`config.mk`:
```
export PLATFORM = sky130hd
export DESIGN_NAME = spike_encoder
export DESIGN_NICKNAME = d
export VERILOG_FILES = /design/src/rtl/snn_pkg.sv /design/src/rtl/phase_acc.sv /design/src/rtl/spike_encoder.sv
export SDC_FILE = /design/constraint.sdc
export NUM_CORES = 1
export LEC_CHECK = 0
export ABC_CLOCK_PERIOD_IN_PS = 8200
export BUFFER_PORTS_ARGS = -buffer_cell sky130_fd_sc_hd__buf_2
export CAP_MARGIN = 20
export CORE_MARGIN = 3
export CORE_UTILIZATION = 65
export DETAILED_ROUTE_END_ITERATION = 8
export GPL_TIMING_DRIVEN = 0
export PLACE_DENSITY_LB_ADDON = 0.15
export SLEW_MARGIN = 20
export SYNTH_ARGS = -nofsm -noshare
export SYNTH_HDL_FRONTEND = slang
export SYNTH_SLANG_ARGS = --single-unit
```
`constraint.sdc`:
```
create_clock -name clk -period 8.2 [get_ports clk]
set_input_delay 2.05 -clock clk [delete_from_list [all_inputs] [get_ports clk]]
set_output_delay 2.05 -clock clk [all_outputs]
set_load 0.03 [all_outputs]
```
`src/rtl/snn_pkg.sv`:
```
// Shared constants and state encoding for the spike encoder.
package snn_pkg;

  localparam int NUM_CH = 8;   // input channels / neuron inputs
  localparam int INT_W  = 8;   // intensity and accumulator width
  localparam int CH_W   = 3;   // channel index width
  localparam int CNT_W  = 8;   // step counter width (WINDOW up to 255)

  typedef enum logic {
    S_IDLE = 1'b0,
    S_RUN  = 1'b1
  } state_t;

endpackage

```
`src/rtl/phase_acc.sv`:
```
// One channel of the rate encoder: intensity register, phase accumulator,
// and the carry-out that becomes this channel's spike for the current step.
module phase_acc
  import snn_pkg::*;
(
  input  logic             clk,
  input  logic             reset,
  input  logic             wr_en,
  input  logic [INT_W-1:0] wr_data,
  input  logic             clear,
  input  logic             step,
  output logic             carry
);

  logic [INT_W-1:0] i_reg;
  logic [INT_W-1:0] a_reg;
  logic [INT_W-1:0] i_eff;
  logic [INT_W-1:0] a_base;
  logic [INT_W:0]   sum;

  // A write landing on the start edge must already feed step 1, so bypass it;
  // the start step also begins from a zeroed accumulator.
  always_comb begin
    i_eff  = wr_en ? wr_data : i_reg;
    a_base = clear ? '0 : a_reg;
    sum    = {1'b0, a_base} + {1'b0, i_eff};
  end

  assign carry = sum[INT_W];

  // Intensity register: only written by accepted load requests.
  always_ff @(posedge clk or posedge reset) begin
    if (reset)      i_reg <= '0;
    else if (wr_en) i_reg <= wr_data;
  end

  // Phase accumulator: wraps by dropping the carry.
  always_ff @(posedge clk or posedge reset) begin
    if (reset)              a_reg <= '0;
    else if (clear || step) a_reg <= sum[INT_W-1:0];
  end

endmodule

```
`src/rtl/spike_encoder.sv`:
```
// Rate-coded spike encoder: eight intensity channels presented for WINDOW
// timesteps, each channel spiking on accumulator carry-out.
module spike_encoder
  import snn_pkg::*;
#(
  parameter int WINDOW = 16
) (
  input  logic       clk,
  input  logic       reset,
  input  logic       load_valid,
  output logic       load_ready,
  input  logic [2:0] load_chan,
  input  logic [7:0] load_data,
  input  logic       start,
  input  logic       stop,
  input  logic       learn_en,
  output logic [0:7] spikes,
  output logic       learn,
  output logic       busy,
  output logic       done
);

  localparam logic [CNT_W-1:0] WIN = CNT_W'(WINDOW);

  state_t             state, state_nx;
  logic [CNT_W-1:0]   cnt, cnt_nx;
  logic               go_start, go_step;
  logic [0:NUM_CH-1]  carry;
  logic [0:NUM_CH-1]  spikes_nx;
  logic               learn_nx, done_nx;

  assign load_ready = (state == S_IDLE);
  assign busy       = (state == S_RUN);

  genvar c;
  generate
    for (c = 0; c < NUM_CH; c++) begin : g_ch
      phase_acc u_acc (
        .clk     (clk),
        .reset   (reset),
        .wr_en   (load_valid && load_ready && (load_chan == CH_W'(c))),
        .wr_data (load_data),
        .clear   (go_start),
        .step    (go_step),
        .carry   (carry[c])
      );
    end
  endgenerate

  // Next-state and next-output decode; cnt holds the number of steps issued.
  always_comb begin
    state_nx  = state;
    cnt_nx    = cnt;
    go_start  = 1'b0;
    go_step   = 1'b0;
    spikes_nx = '0;
    learn_nx  = 1'b0;
    done_nx   = 1'b0;
    case (state)
      S_IDLE: begin
        if (start) begin
          state_nx  = S_RUN;
          cnt_nx    = CNT_W'(1);
          go_start  = 1'b1;
          learn_nx  = learn_en;
          spikes_nx = carry;
        end
      end
      S_RUN: begin
        // Abort wins over completion in the same cycle.
        if (stop) begin
          state_nx = S_IDLE;
          cnt_nx   = '0;
        end else if (cnt == WIN) begin
          state_nx = S_IDLE;
          cnt_nx   = '0;
          done_nx  = 1'b1;
        end else begin
          cnt_nx    = cnt + CNT_W'(1);
          go_step   = 1'b1;
          learn_nx  = learn;
          spikes_nx = carry;
        end
      end
      default: begin
        state_nx = S_IDLE;
        cnt_nx   = '0;
      end
    endcase
  end

  // State, counter and registered outputs.
  always_ff @(posedge clk or posedge reset) begin
    if (reset) begin
      state  <= S_IDLE;
      cnt    <= '0;
      spikes <= '0;
      learn  <= 1'b0;
      done   <= 1'b0;
    end else begin
      state  <= state_nx;
      cnt    <= cnt_nx;
      spikes <= spikes_nx;
      learn  <= learn_nx;
      done   <= done_nx;
    end
  end

endmodule

```
After elaboration in Yosys (flattened, before gate mapping)
Index checks and enable logic that the tools add are counted.
{"block": "word_totals", "regBits": 147, "inputBits": 17}
{"block": "classes", "reduce_logical": 11, "eq_ne": 10, "n_bitwise": 1, "muxes": 37, "n_addsub": 9}
{"op": "$mux W8", "count": 22}
{"op": "$add A8 B8 Y9", "count": 8}
{"op": "$pmux W8 S2", "count": 2}
{"op": "$eq A3 B3 Y1 const B", "count": 4}
{"op": "$mux W1", "count": 11}
{"op": "$logic_and A1 B1 Y1", "count": 9}
{"op": "$add A8 B1 Y8 const B", "count": 1}
{"op": "$eq A8 B5 Y1 const B", "count": 1}
{"op": "$eq A3 B2 Y1 const B", "count": 2}
{"op": "$pmux W1 S2", "count": 2}
{"op": "$eq A3 B1 Y1 const B", "count": 1}
{"op": "$logic_not A3 Y1", "count": 1}
{"op": "$ne A3 B2 Y1 const B", "count": 1}
{"op": "$ne A2 B1 Y1 const B", "count": 1}
{"op": "$logic_or A1 B1 Y1", "count": 1}
{"op": "$not A1 Y1", "count": 1}

Logic depth before layout (Yosys ltp)
{"block": "depth", "ltp_word": 8, "depth_mapped": 13, "depth_no_buf": 12}

By module
Synthesis repeated with hierarchy kept, for this count alone.
{"block": "unflattened", "hier_cells": 861, "area_unflattened_um2": 9150.0}
{"mod": "phase_acc at g_ch[0].u_acc ...", "n_inst": 7, "seq_area_each_um2": 400.4, "cells_per_inst": 96, "area_per_inst_um2": 1029.7}
{"mod": "phase_acc at g_ch[7].u_acc", "n_inst": 1, "seq_area_each_um2": 400.4, "cells_per_inst": 96, "area_per_inst_um2": 1039.7}
{"mod": "spike_encoder", "n_inst": 1, "seq_area_each_um2": 475.5, "cells_per_inst": 93, "area_per_inst_um2": 902.1}

Least setup slack after synthesis
Ideal clock, no wire load.
{"block": "synth_path", "path_type": "input port to flip-flop", "start": "input port load_chan[1]", "end": "register g_ch[4].u_acc.a_reg[6]", "stages": 11, "arrival_ns": 4.417, "t_required_ns": 8.078, "n_path_buf": 1, "path_slack_ns": 3.661, "setup_ns": 0.122, "cell_sequence": "nand3b_1 -> or3_1 -> clkbuf_1 -> mux2_2 -> ha_1 -> fa_1 -> a211oi_1 -> o21bai_1 -> a21oi_1 -> xor2_1 -> a21oi_2"}
{"block": "synth_between", "elab_chain_cells": 4}
{"element": "start: declaration", "line": "spike_encoder.sv:12", "source": "input logic [2:0] load_chan,"}
{"element": "$eq A3 B3 Y1", "line": "spike_encoder.sv:41", "source": ".wr_en (load_valid && load_ready && (load_chan == CH_W'(c))),"}
{"element": "$logic_and A1 B1 Y1", "line": "spike_encoder.sv:41"}
{"element": "$mux W8", "line": "phase_acc.sv:24", "source": "i_eff = wr_en ? wr_data : i_reg;"}
{"element": "net g_ch[4].u_acc.i_eff[0]", "line": "phase_acc.sv:17", "source": "logic [INT_W-1:0] i_eff;"}
{"element": "$add A8 B8 Y9", "line": "phase_acc.sv:26", "source": "sum = {1'b0, a_base} + {1'b0, i_eff};"}
{"element": "end signal: assignment", "line": "phase_acc.sv:40", "source": "else if (clear || step) a_reg <= sum[INT_W-1:0];"}
{"element": "end: declaration", "line": "phase_acc.sv:16", "source": "logic [INT_W-1:0] a_reg;"}
The timed path passes the listed nets, and every way through them passes these cells.
A chain may end at the register's enable or synchronous reset.

Worst setup path in the final report
{"block": "layout_path", "start": "input port load_chan[0]", "end": "register g_ch[7].u_acc.a_reg[6]"}
{"block": "layout_between", "elab_chain_cells": 4}
{"element": "$eq A3 B3 Y1", "line": "spike_encoder.sv:41"}
{"element": "$logic_and A1 B1 Y1", "line": "spike_encoder.sv:41"}
{"element": "$mux W8", "line": "phase_acc.sv:24"}
{"element": "net g_ch[7].u_acc.i_eff[0]", "line": "phase_acc.sv:17"}
{"element": "$add A8 B8 Y9", "line": "phase_acc.sv:26"}
{"element": "end signal: assignment", "line": "phase_acc.sv:40"}
{"element": "end: declaration", "line": "phase_acc.sv:16"}
The timed path passes the listed nets, and every way through them passes these cells.

==> metrics.md <==
| Metric | Value |
|---|---|
| Leak pwr | `4.34 nW` |
| Most used DFF post-synth | `dfrtp_1` |
| # hold bufs at CTS | `0` |
| Ys Warns | `0` |
| Post-CTS resize count | `0` |
| Ant diodes | `0` |
| Final setup fails | `0` |
| Fraction of layout cells with a size suffix above 1 | `20.1%` |
| Synth area leaders | `dfrtp_1 (44%), ha_1 (9.8%), mux2_2 (8.6%), and2_1 (4.8%), o21ai_0 (4.0%)` |
| GPL Wtd Cong | `0.912` |
| CP cell instances | `buf_2 -> nand2_1 -> nor2_1 -> mux2_2 -> ha_1 -> fa_1 -> a211oi_1 -> o21bai_1 -> a21oi_1 -> xor2_1 -> a21oi_2` |
| Vias per inst | `6.07` |
| RSZ-0062 raised after global routing | `no` |
| CTS clk-pin slew, worst paths | `roughly 60 ps` |
| Maximum vdd drop | `between 0.2 and 0.25 mV` |
| Placed Cells | `997` |
| Max frequency | `208 MHz` |
| Setup TNS | `0 ps` |
| Final non-filler cell area | `9380 um^2` |
| Area leader, netlist | `dfrtp_1` |
| Vias in the first global route | `between 6000 and 7000` |
| Clk sink count | `between 100 and 150` |
| Hold Crit Class | `reg2reg` |
| Max transition margin | `between 40% and 50%` |
| Seq pwr share | `32.8%` |
| Switching Share | `36.5%` |
| Max-capacitance violation count | `0` |
| Routed vias | `6237` |
| Fin cells | `1028` |
| CTS tree | `yes` |
| Die Area | `14400 um^2` |
| Final Hold Vio Count | `0` |
| Int Pwr | `2.10 mW` |
| Largest net degree at the start of global routing | `80` |
| Req. time, crit path | `8510 ps` |
| Max clock buf depth | `2` |
| Worst path max stage delay | `slightly above 700 ps` |
| Synthesized flop and latch total | `~150` |
| CTS root buffer | `clkbuf_16` |
| Final #Nets | `roughly 940` |
| Total GRT Usage | `29.6%` |
| Num CTS Buffers | `17` |
| Synthesized area per cell | `10.5 um^2` |
| Layout area overhead | `11.3%` |
| Critical path class | `in2reg` |
| Clock Skews | `around 11 ps` |
| Synth Instances | `800` |
| HPWL after DPL | `13400 um` |
| Starting Density | `around 68%` |
| Pwr/cell area | `353 nW/um^2` |
| Crit path max fanout | `8` |
| Min Tclk post-route | `around 4800 ps` |
| Antenna Nets Post-Route | `0` |
| First-pass GRT wire length | `between 30000 and 40000 um` |
| Synth async-reset ratio | `100%` |
| PortBufs | `28` |
| TritonRoute pass-1 iters | `5` |
| Most frequent cells in the layout | `dfrtp_1 (147), nand2_1 (86), o21ai_0 (67)` |
| Crit path DAT | `5120 ps` |
| Initial drt markers | `439` |
| Total I/O pin count | `29` |
| Critical Path End Type | `flop` |
| Switching Power | `1.21 mW` |
| Least-Margin Pin Slew | `872 ps` |
| GRT overflow | `0` |
| Post-CTS setup buffer count | `0` |
| H-tree levels | `4` |
| Placed inst area | `roughly 8800 um^2` |
| Die Width | `120 um` |
| Drt wl/cell | `between 15 and 20 um` |
| Share of the clock period used by the worst path | `58.6%` |
| Status | `finished clean` |
| Mapped cell area | `8430 um^2` |
| Synth cell types | `46` |
| Leading cell type in the layout, fill and taps excluded | `dfrtp_1` |
| # rows | `40` |
| Clock latency on the worst-skew pair | `~430 ps` |
| Setup crit start kind | `input pin` |
| Residual DRC | `0` |
| Initial antenna violation count | `0` |
| Slew Limit Fails | `0` |
| Net Count, Synth | `891` |
| Die Ht | `around 120 um` |
| Slowest cell on crit path | `nor2_1` |
| Comb power frac | `44.5%` |
| Post-synth top area share | `between 40% and 50%` |
| Share of the yosys chip area belonging to registers | `43.6%` |
| Drt total wl | `roughly 20000 um` |
| CORE AREA | `12400 um^2` |
| Clk pwr share | `a little under a quarter` |
| Post-synth EDFFs | `0` |
[power groups by stage]
stage	clock (mW)	combinational [mW]	sequential, mW
finish	0.753	1.47	1.08
global placement	0	1.38	1.08
floorplan	0	1.16	1.08
CTS	0.761	1.47	1.08
detailed placement	0	1.44	1.09
global route	0.791	1.65	1.11
[through the flow]
step / power (mW) / utilization [%] / hold slack, ps / setup WS, ps
2_1_floorplan: 2.24 / - / 430 / 2200
3_3_place_gp: 2.46 / 71.0 / 441 / 629
3_5_place_dp: 2.54 / 71.3 / 448 / 3020
4_1_cts: 3.31 / 75.9 / 461 / 3450
5_1_grt: 3.56 / 75.9 / 483 / 3290
6_report: 3.31 / 75.9 / 460 / 3390
[synth_stat cells, types with 11 or more instances]
| cell | count |
|---|---|
| a21o_1 | 14 |
| dfrtp_1 | 147 |
| and2_1 | 64 |
| nor2_2 | 16 |
| nand2b_1 | 14 |
| o21bai_1 | 15 |
| clkbuf_1 | 11 |
| nor3_1 | 14 |
| ha_1 | 66 |
| inv_1 | 13 |
| nand2_1 | 86 |
| nor2_1 | 27 |
| a21oi_2 | 16 |
| a211oi_1 | 20 |
| mux2_2 | 64 |
| o21ai_0 | 67 |
| a21oi_1 | 33 |
| xor2_1 | 34 |
[logic make-up (layout without fill, tap and decap cells)]
logic type	Yosys count	in the layout	synth area share, %
DFF	147	147	43.6
buffers and inverters	38	98	2.55
muxes	64	64	8.55
and+or+nand+nor	239	239	14.3
AOI/OAI and AO/OA	197	197	15.0
xor gates and xnor gates	41	41	4.26
adders and majority gates	74	74	11.7
[critical path: cells and delay by family]
kind	cells	cell delay, ps
muxes	1	440
and+or+nand+nor	2	830
AOI/OAI and AO/OA	4	740
adders and majority gates	2	730
buffers and inverters	1	130
xor gates and xnor gates	1	210
[layer usage]
metal | GRT usage, % | share of wire (%) | up-vias | wire length [um]
met4 | 14.0 | 3.8 | 0 | 754
met1 | 38.1 | 42 | 3068 | 8460
li1 | - | - | 2911 | -
met3 | 5.84 | 6.0 | 60 | 1210
met5 | 0 | 0 | - | 0
met2 | 48.4 | 48 | 198 | 9640
[final cells by class]
cell class                 count  area [um^2]
multi-input combinational    615         4530
sequential                   147         3680
fill                         878         2980
clock buffer                  26          489
tap                          168          210
timing repair buffer          29          168
buffer                        24          160
clock inverter                 5         75.1
inverter                      14         62.6
[worst paths after layout]
| kind | slack [ps] | to | start | depth (start not counted) |
|---|---|---|---|---|
| setup / recovery | 3390 | g_ch[7].u_acc.a_reg[6]$_DFFE_PP0P_ | load_chan[0] | 11 |
| hold / removal | 460 | g_ch[2].u_acc.a_reg[0]$_DFFE_PP0P_ | g_ch[2].u_acc.a_reg[0]$_DFFE_PP0P_ | 2 |
| setup reg to reg | 4370 | g_ch[7].u_acc.a_reg[6]$_DFFE_PP0P_ | busy$_DFF_PP0_ | 11 |
| hold reg to reg | 460 | g_ch[2].u_acc.a_reg[0]$_DFFE_PP0P_ | g_ch[2].u_acc.a_reg[0]$_DFFE_PP0P_ | 2 |
| max in group asynchronous | 5780 | g_ch[0].u_acc.i_reg[3]$_DFF_PP0_ | reset | 3 |
| min in group asynchronous | 1660 | g_ch[3].u_acc.i_reg[4]$_DFF_PP0_ | reset | 2 |
Power figures use the tool's default switching activity.
